--- src/rtl/trs_video_pixel_gen.sv ---
// Character-row fetch (pROM or 2x3 block graphics) feeding a 6-pixel MSB-first serializer, optional double width.
// Text rows land ROM_LAT+2 clk after handshake; char_ready stays low until the shifter takes the held row.
module trs_video_pixel_gen #(
  parameter int CHAR_W  = 6,
  parameter int ROM_LAT = 2
) (
  input  logic              clk,
  input  logic              reset,
  input  logic              pix_ce,
  input  logic              wide,
  input  logic              char_valid,
  output logic              char_ready,
  input  logic [7:0]        char_code,
  input  logic [3:0]        row,
  input  logic              blank_in,
  output logic [10:0]       rom_ad,
  output logic              rom_ce,
  output logic              rom_oce,
  input  logic [CHAR_W-1:0] rom_dout,
  output logic              pixel,
  output logic              blank_out,
  output logic              underrun
);

  localparam int WW = $clog2(ROM_LAT + 1);
  localparam int CW = $clog2(CHAR_W);

  typedef enum logic [1:0] {IDLE, ROMWAIT, HOLD} state_t;

  state_t            state_q, state_d;
  logic              char_ready_q, char_ready_d;
  logic [10:0]       rom_ad_q, rom_ad_d;
  logic              rom_ce_q, rom_ce_d;
  logic              rom_oce_q, rom_oce_d;
  logic [WW-1:0]     wait_q, wait_d;
  logic              wide_lat_q, wide_lat_d;
  logic [CHAR_W-1:0] hold_dat_q, hold_dat_d;
  logic              hold_blank_q, hold_blank_d;
  logic              hold_wide_q, hold_wide_d;
  logic [CHAR_W-1:0] shift_q, shift_d;
  logic [CW-1:0]     pix_cnt_q, pix_cnt_d;
  logic              half_q, half_d;
  logic              cur_wide_q, cur_wide_d;
  logic              first_q, first_d;
  logic              pixel_q, pixel_d;
  logic              blank_out_q, blank_out_d;
  logic              underrun_q, underrun_d;

  logic hs, text_hs, advance, load, capture;

  assign hs      = char_valid & char_ready_q;
  assign text_hs = hs & ~char_code[7] & ~blank_in & (row < 4'd12);
  assign advance = pix_ce & (~cur_wide_q | half_q);
  assign load    = pix_ce & (first_q | (advance & (pix_cnt_q == CW'(CHAR_W - 1))));
  assign capture = (state_q == ROMWAIT) && (wait_q == WW'(ROM_LAT));

  // Each 2-bit row band: even bit lights the left half, odd bit the right half.
  function automatic logic [CHAR_W-1:0] gfx_pat(input logic [7:0] code, input logic [3:0] r);
    logic [1:0] pair;
    if (r < 4'd4)      pair = code[1:0];
    else if (r < 4'd8) pair = code[3:2];
    else               pair = code[5:4];
    return {{(CHAR_W / 2){pair[0]}}, {(CHAR_W - CHAR_W / 2){pair[1]}}};
  endfunction

  always_comb begin
    state_d      = state_q;
    rom_ad_d     = rom_ad_q;
    rom_ce_d     = 1'b0;
    rom_oce_d    = 1'b0;
    wait_d       = wait_q;
    wide_lat_d   = wide_lat_q;
    hold_dat_d   = hold_dat_q;
    hold_blank_d = hold_blank_q;
    hold_wide_d  = hold_wide_q;
    shift_d      = shift_q;
    pix_cnt_d    = pix_cnt_q;
    half_d       = half_q;
    cur_wide_d   = cur_wide_q;
    first_d      = first_q;
    blank_out_d  = blank_out_q;
    underrun_d   = 1'b0;

    case (state_q)
      IDLE: begin
        if (hs) begin
          wide_lat_d = wide;
          if (text_hs) begin
            state_d  = ROMWAIT;
            rom_ad_d = {row[3], char_code[6:0], row[2:0]};
            rom_ce_d = 1'b1;
            wait_d   = '0;
          end else begin
            state_d      = HOLD;
            hold_dat_d   = (blank_in || row >= 4'd12) ? '0 : gfx_pat(char_code, row);
            hold_blank_d = blank_in;
            hold_wide_d  = wide;
          end
        end
      end
      ROMWAIT: begin
        wait_d    = wait_q + 1'b1;
        rom_oce_d = (wait_q == '0);
        if (capture) begin
          // A coincident load consumes the row directly, so the holding register stays empty.
          state_d      = load ? IDLE : HOLD;
          hold_dat_d   = rom_dout;
          hold_blank_d = 1'b0;
          hold_wide_d  = wide_lat_q;
        end
      end
      HOLD: begin
        if (load) state_d = IDLE;
      end
      default: state_d = IDLE;
    endcase

    if (pix_ce) half_d = ~half_q;

    if (load) begin
      first_d   = 1'b0;
      pix_cnt_d = '0;
      half_d    = 1'b0;
      if (state_q == HOLD) begin
        shift_d     = hold_dat_q;
        blank_out_d = hold_blank_q;
        cur_wide_d  = hold_wide_q;
      end else if (capture) begin
        shift_d     = rom_dout;
        blank_out_d = 1'b0;
        cur_wide_d  = wide_lat_q;
      end else begin
        shift_d     = '0;
        blank_out_d = 1'b1;
        cur_wide_d  = wide;
        underrun_d  = 1'b1;
      end
    end else if (advance) begin
      shift_d   = {shift_q[CHAR_W-2:0], 1'b0};
      pix_cnt_d = pix_cnt_q + 1'b1;
    end

    pixel_d      = shift_d[CHAR_W-1];
    char_ready_d = (state_d == IDLE);
  end

  always_ff @(posedge clk or negedge reset) begin
    if (!reset) begin
      state_q      <= IDLE;
      char_ready_q <= 1'b0;
      rom_ad_q     <= '0;
      rom_ce_q     <= 1'b0;
      rom_oce_q    <= 1'b0;
      wait_q       <= '0;
      wide_lat_q   <= 1'b0;
      hold_dat_q   <= '0;
      hold_blank_q <= 1'b0;
      hold_wide_q  <= 1'b0;
      shift_q      <= '0;
      pix_cnt_q    <= '0;
      half_q       <= 1'b0;
      cur_wide_q   <= 1'b0;
      first_q      <= 1'b1;
      pixel_q      <= 1'b0;
      blank_out_q  <= 1'b1;
      underrun_q   <= 1'b0;
    end else begin
      state_q      <= state_d;
      char_ready_q <= char_ready_d;
      rom_ad_q     <= rom_ad_d;
      rom_ce_q     <= rom_ce_d;
      rom_oce_q    <= rom_oce_d;
      wait_q       <= wait_d;
      wide_lat_q   <= wide_lat_d;
      hold_dat_q   <= hold_dat_d;
      hold_blank_q <= hold_blank_d;
      hold_wide_q  <= hold_wide_d;
      shift_q      <= shift_d;
      pix_cnt_q    <= pix_cnt_d;
      half_q       <= half_d;
      cur_wide_q   <= cur_wide_d;
      first_q      <= first_d;
      pixel_q      <= pixel_d;
      blank_out_q  <= blank_out_d;
      underrun_q   <= underrun_d;
    end
  end

  assign char_ready = char_ready_q;
  assign rom_ad     = rom_ad_q;
  assign rom_ce     = rom_ce_q;
  assign rom_oce    = rom_oce_q;
  assign pixel      = pixel_q;
  assign blank_out  = blank_out_q;
  assign underrun   = underrun_q;

endmodule

--- config.mk ---
export PLATFORM = sky130hd
export DESIGN_NAME = trs_video_pixel_gen
export DESIGN_NICKNAME = d
export VERILOG_FILES = /design/src/rtl/trs_video_pixel_gen.sv
export SDC_FILE = /design/constraint.sdc
export NUM_CORES = 1
export LEC_CHECK = 0
export ABC_AREA = 1
export BUFFER_PORTS_ARGS = -buffer_cell sky130_fd_sc_hd__clkbuf_2
export CAP_MARGIN = 20
export CORE_MARGIN = 10
export CORE_UTILIZATION = 53
export CTS_CLUSTER_DIAMETER = 200
export DETAILED_ROUTE_END_ITERATION = 12
export PLACE_DENSITY = 0.78
export SLEW_MARGIN = 20
export SYNTH_ARGS = -nofsm -noshare
export SYNTH_HDL_FRONTEND = slang
export SYNTH_SLANG_ARGS = --single-unit
--- constraint.sdc ---
create_clock -name clk -period 2 [get_ports clk]
set_clock_uncertainty 0.15 [all_clocks]
set_input_delay 0.1 -clock clk [delete_from_list [all_inputs] [get_ports clk]]
set_output_delay 0.1 -clock clk [all_outputs]
set_load 0.05 [all_outputs]
# After elaboration in Yosys (flattened, before gate mapping)
# Index checks and enable logic that the tools add are counted.
# word_totals
register_bits	41
output_inout_bits	17
word_cells	99
# op_classes
addsub	2
n_lt_le_gt_ge	4
eq_ne	8
n_mux	42
bitwise_logic	13
reduce_logical	12
# ops
op	count
$mux 6	8
$mux 1	18
$mux 2	9
$pmux 6 s2	1
$lt 4x4->1 const B	2
$ne 2x2->1 const B	4
$and 1x1->1	7
$logic_not 2->1	3
$mux 3	2
$pmux 2 s3	1
$reduce_and 3->1	2
$reduce_bool 2->1	3
$eq 2x2->1 const B	2
$ge 4x4->1 const B	1
$lt 4x3->1 const B	1
$not 1->1	4
$pmux 1 s2	2
$pmux 2 s2	1
$reduce_and 4->1	1
$add 3x1->3 const B	1
$eq 3x3->1 const B	1
$add 2x1->2 const B	1
$eq 2x1->1 const B	1
$or 1x1->1	2
3 further kinds	3

# Depth between registers and ports, before layout
# logic_depth
ltp_word	10
mapped_depth	10
ltp_nobuf	10

# Least setup slack after synthesis
# Ideal clock, no wire load.
# synth_path
kind	register -> register
startpoint	register char_ready_q (netlist: char_ready)
endpoint	register rom_ad_q[0] (netlist: rom_ad[0])
setup_ps	118
t_arrival_ps	1396
required_time_ps	1732
slack_ps	336
stages_incl_launch_ff	7
n_path_buf	1
period_less_slack_ps	1664
path_cell_list	dfrtp_1 nand2_1 nor2_1 nand3_2 buf_2 nand2_1 nand2_1
# synth_via
elab_chain_cells	5
# synth_rtl
item	line_no	source
start: declaration	31	logic char_ready_q, char_ready_d;
start signal: assignment	169	char_ready_q <= char_ready_d;
$and 1x1->1 (*)	51	assign hs = char_valid & char_ready_q;
$and 1x1->1 (3 in a row)	52	assign text_hs = hs & ~char_code[7] & ~blank_in & (row < 4'd12);
$reduce_and 3->1 (no line) (*)	-	
end signal: assignment	170	rom_ad_q <= rom_ad_d;
end: declaration	32	logic [10:0] rom_ad_q, rom_ad_d;
# Mark *: on every way between the ends. The rest lies on a longest branch, timed or not.
# A chain may end at the register's enable or synchronous reset.

# Worst setup path in the final report
# layout_path
startpoint	input row[3]
endpoint	register hold_wide_q
# layout_via
elab_chain_cells	4
# layout_rtl
item	line_no	source
start: declaration	14	input logic [3:0] row,
$lt 4x4->1	52	
$and 1x1->1	52	
$ne 2x2->1 (no line)	-	
$reduce_and 4->1 (no line)	-	
end signal: assignment	177	hold_wide_q <= hold_wide_d;
end: declaration	39	logic hold_wide_q, hold_wide_d;
# Every way passes these cells.

==> run_results.csv <==
group,metric,value,unit
critical_path,cp-end-kind,"flop",
final_layout,ff_latch_area,1030,um^2
grt,antenna_found_initial,0,
synthesis,syn_avg_cell_area,7.78,um^2
min_path,hp-class,"input port to async pin",
critical_path,worstPathRequired,2.11,ns
cts,cts_root_buf,"clkbuf_4",
pwr,p_total,0.00330,W
critical_path,reg2reg_from,"state_q[1]",
synthesis,synth_seq_area_share,53.3,%
run,drv_cap,0,
drt,wire_per_inst,12.6,um
final_layout,diodes,0,
cts,cts_buffer_depth,2,
sta,fin_crit_sh,92.1,%
final_layout,areaGrowthSynthToFinish,29.6,%
drt,ant_nets,0,
pwr,powerDensity,1320,nW/um^2
die,die_area,6450,um^2
grt,grtUsageTotal,15.4,%
critical_path,path_max_fanout,16,
pwr,pwr-share-comb,42.5,%
sta,fin_tns_setup,0,ns
critical_path,crit_type,"input port to flop",
critical_path,start_kind,"input port",
placed_design,dpl.hpwl,3230,um
pwr,ir_worst_vdd,0.000753,V
cts,clk_pin_slew,0.12,ns
sta,finalMaxSlewViolations,0,
drt,firstDrtPassIters,4,
critical_path,crit_path_start,"row[3]",
drt,post_drt_via_cell_ratio,4.80,
grt,grt.overflow.total,0,
placed_design,gp_congestion,0.785,
pwr,swShare,44.3,%
cts,h-tree-depth,2,
sta,setup_viol_count_final,0,
die,start_util,56.5,%
drt,remaining_drc_errors,0,
pwr,intPower,0.00184,W
cts,cts_sinks,41,
placed_design,portBuffers,40,
die,core,3420,um^2
drt,vias,1749,
final_layout,fillerInstances,260,
pwr,clockPowerShare,17.3,%
die,std_cell_rows,21,
drt,drtIter0Drc,105,
final_layout,multi_input_area,805,um^2
pwr,pwr-share-seq,40.2,%
die,die_w,80.3,um
synthesis,syn-num-nets,276,
final_layout,nNetsFinal,345,
synthesis,ys_warn_count,0,
final_layout,drive_gt1_share,19.8,%
cts,cts_tree,"done",
pwr,p_leak,1.42,nW
cts,cts_buffers,5,
synthesis,yosysUniqueCellTypes,22,
sta,slew-limit-headroom,74.6,%
sta,worstMarginPinSlew,0.381,ns
synthesis,ys_ff_latch,41,
grt,grt_pass1_wl,8050,um
sta,finalCriticalPeriod,1.84,ns
sta,timing.hold.ws,0.0297,ns
die,io_pins,41,
synthesis,syn_area,1930,um^2
grt,grt_max_degree,27,
critical_path,cp_data_arrival_time,1.95,ns
drt,wl,4580,um
sta,rsz0062_at_grt,"false",
sta,fmax,543,MHz
pwr,switching_power,0.00146,W
die,die_y,80.3,um
outcome,status,"complete, no violations",
synthesis,synthCells,248,
grt,grt_pass1_vias,1829,
cts,clkLatencyLatePin,0.35,ns
sta,hold_violations,0,
-- through the flow --
step	instances	utilization, %	worst slack (ns)	instance area, um^2
detailed placement	334	64.2	0.349	2190
global placement	334	64.2	0.392	2190
global route	364	73.2	0.00796	2500
finish	364	73.2	0.158	2500
CTS	364	73.2	0.197	2500
floorplan	248	-	0.336	1930
-- routing by layer --
layer	routed length [um]	track usage (%)
met1	1920	18.2
met5	0	0
met2	2310	26.4
met3	294	4.34
met4	50	4.75
-- path summary, 6_finish.rpt --
path                            depth (start not counted)     endpoint  slack [ns]
worst max-delay path                                    8  hold_wide_q        0.16
worst min register to register                          2      first_q        0.34
max in group asynchronous                               3    blank_out        0.96
min in group clk                                        5   state_q[1]        0.03
worst max register to register                          6  hold_wide_q        0.30
worst min-delay path                                    2    rom_ad[7]        0.03
-- kinds of logic (layout without fill, tap and decap cells) --
logic type                 Yosys count  in the layout  synth area share, %
AOI/OAI and AO/OA                   19             19                 5.19
xor gates and xnor gates             2              2                0.908
adders and majority gates            4              4                 2.59
buffers and inverters               24             94                 4.99
DFF                                 41             41                 53.3
and+or+nand+nor                    158            158                 33.0
-- layout make-up --
| cell class | instances | area share (%) |
|---|---|---|
| Sequential cell | 41 | 41.1 |
| Multi-Input combinational cell | 183 | 32.2 |
| Timing Repair Buffer | 65 | 17.7 |
| Inverter | 21 | 3.15 |
| Tap cell | 46 | 2.30 |
| Clock buffer | 6 | 2.05 |
| Clock inverter | 2 | 1.50 |
-- cell usage after synthesis, drive strengths merged --
master	n	share of area (%)
a21o	1	0.39
a21oi	2	0.52
buf	3	0.91
clkinv	1	0.19
dfrtp	39	51
dfstp	2	2.7
ha	4	2.6
inv	20	3.9
nand2	131	26
nand3	14	4.5
nor2	12	2.5
nor3	1	0.26
o21ai	15	3.9
o31ai	1	0.39
xor2	2	0.91
-- critical path, cell delays in order --
cell and delay, ns:
dlygate4sd3_1 0.55, clkbuf_2 0.15, a21oi_1 0.30, nand3_2 0.38, nand3_4 0.25, inv_2 0.10
nand2_1 0.07, nand2_1 0.05
-- flip-flops by register name, indices dropped and copies added, names as in the netlist, 2 cells and up --
| signal | count |
|---|---|
| rom_ad | 11 |
| hold_dat_q | 6 |
| shift_q | 6 |
| pix_cnt_q | 3 |
| state_q | 2 |
| wait_q | 2 |
-- repair_timing --
item / CTS / global route
gates resized for setup: 0 / 0
hold buffers: 22 / 0
hold endpoints to repair: 69 / 0
setup buffers: 0 / 0
-- cell usage in the layout (no fill, tap or decap), drive strengths merged, types with 2 or more instances in the layout --
| cell | n |
|---|---|
| ha | 4 |
| inv | 20 |
| dlygate4sd3 | 22 |
| buf | 3 |
| xor2 | 2 |
| clkbuf | 46 |
| nor2 | 12 |
| dfrtp | 39 |
| nand3 | 14 |
| a21oi | 2 |
| o21ai | 15 |
| nand2 | 131 |
| dfstp | 2 |
-- power groups by stage --
stage | sequential (W) | clock [W] | combinational [W]
6_report | 0.00133 | 0.000571 | 0.00140
5_1_grt | 0.00137 | 0.000617 | 0.00156
4_1_cts | 0.00132 | 0.000576 | 0.00141
3_5_place_dp | 0.00134 | 0 | 0.00136
3_3_place_gp | 0.00132 | 0 | 0.00134
2_1_floorplan | 0.00173 | 0 | 0.000606
(Power assumes the default switching activity.)
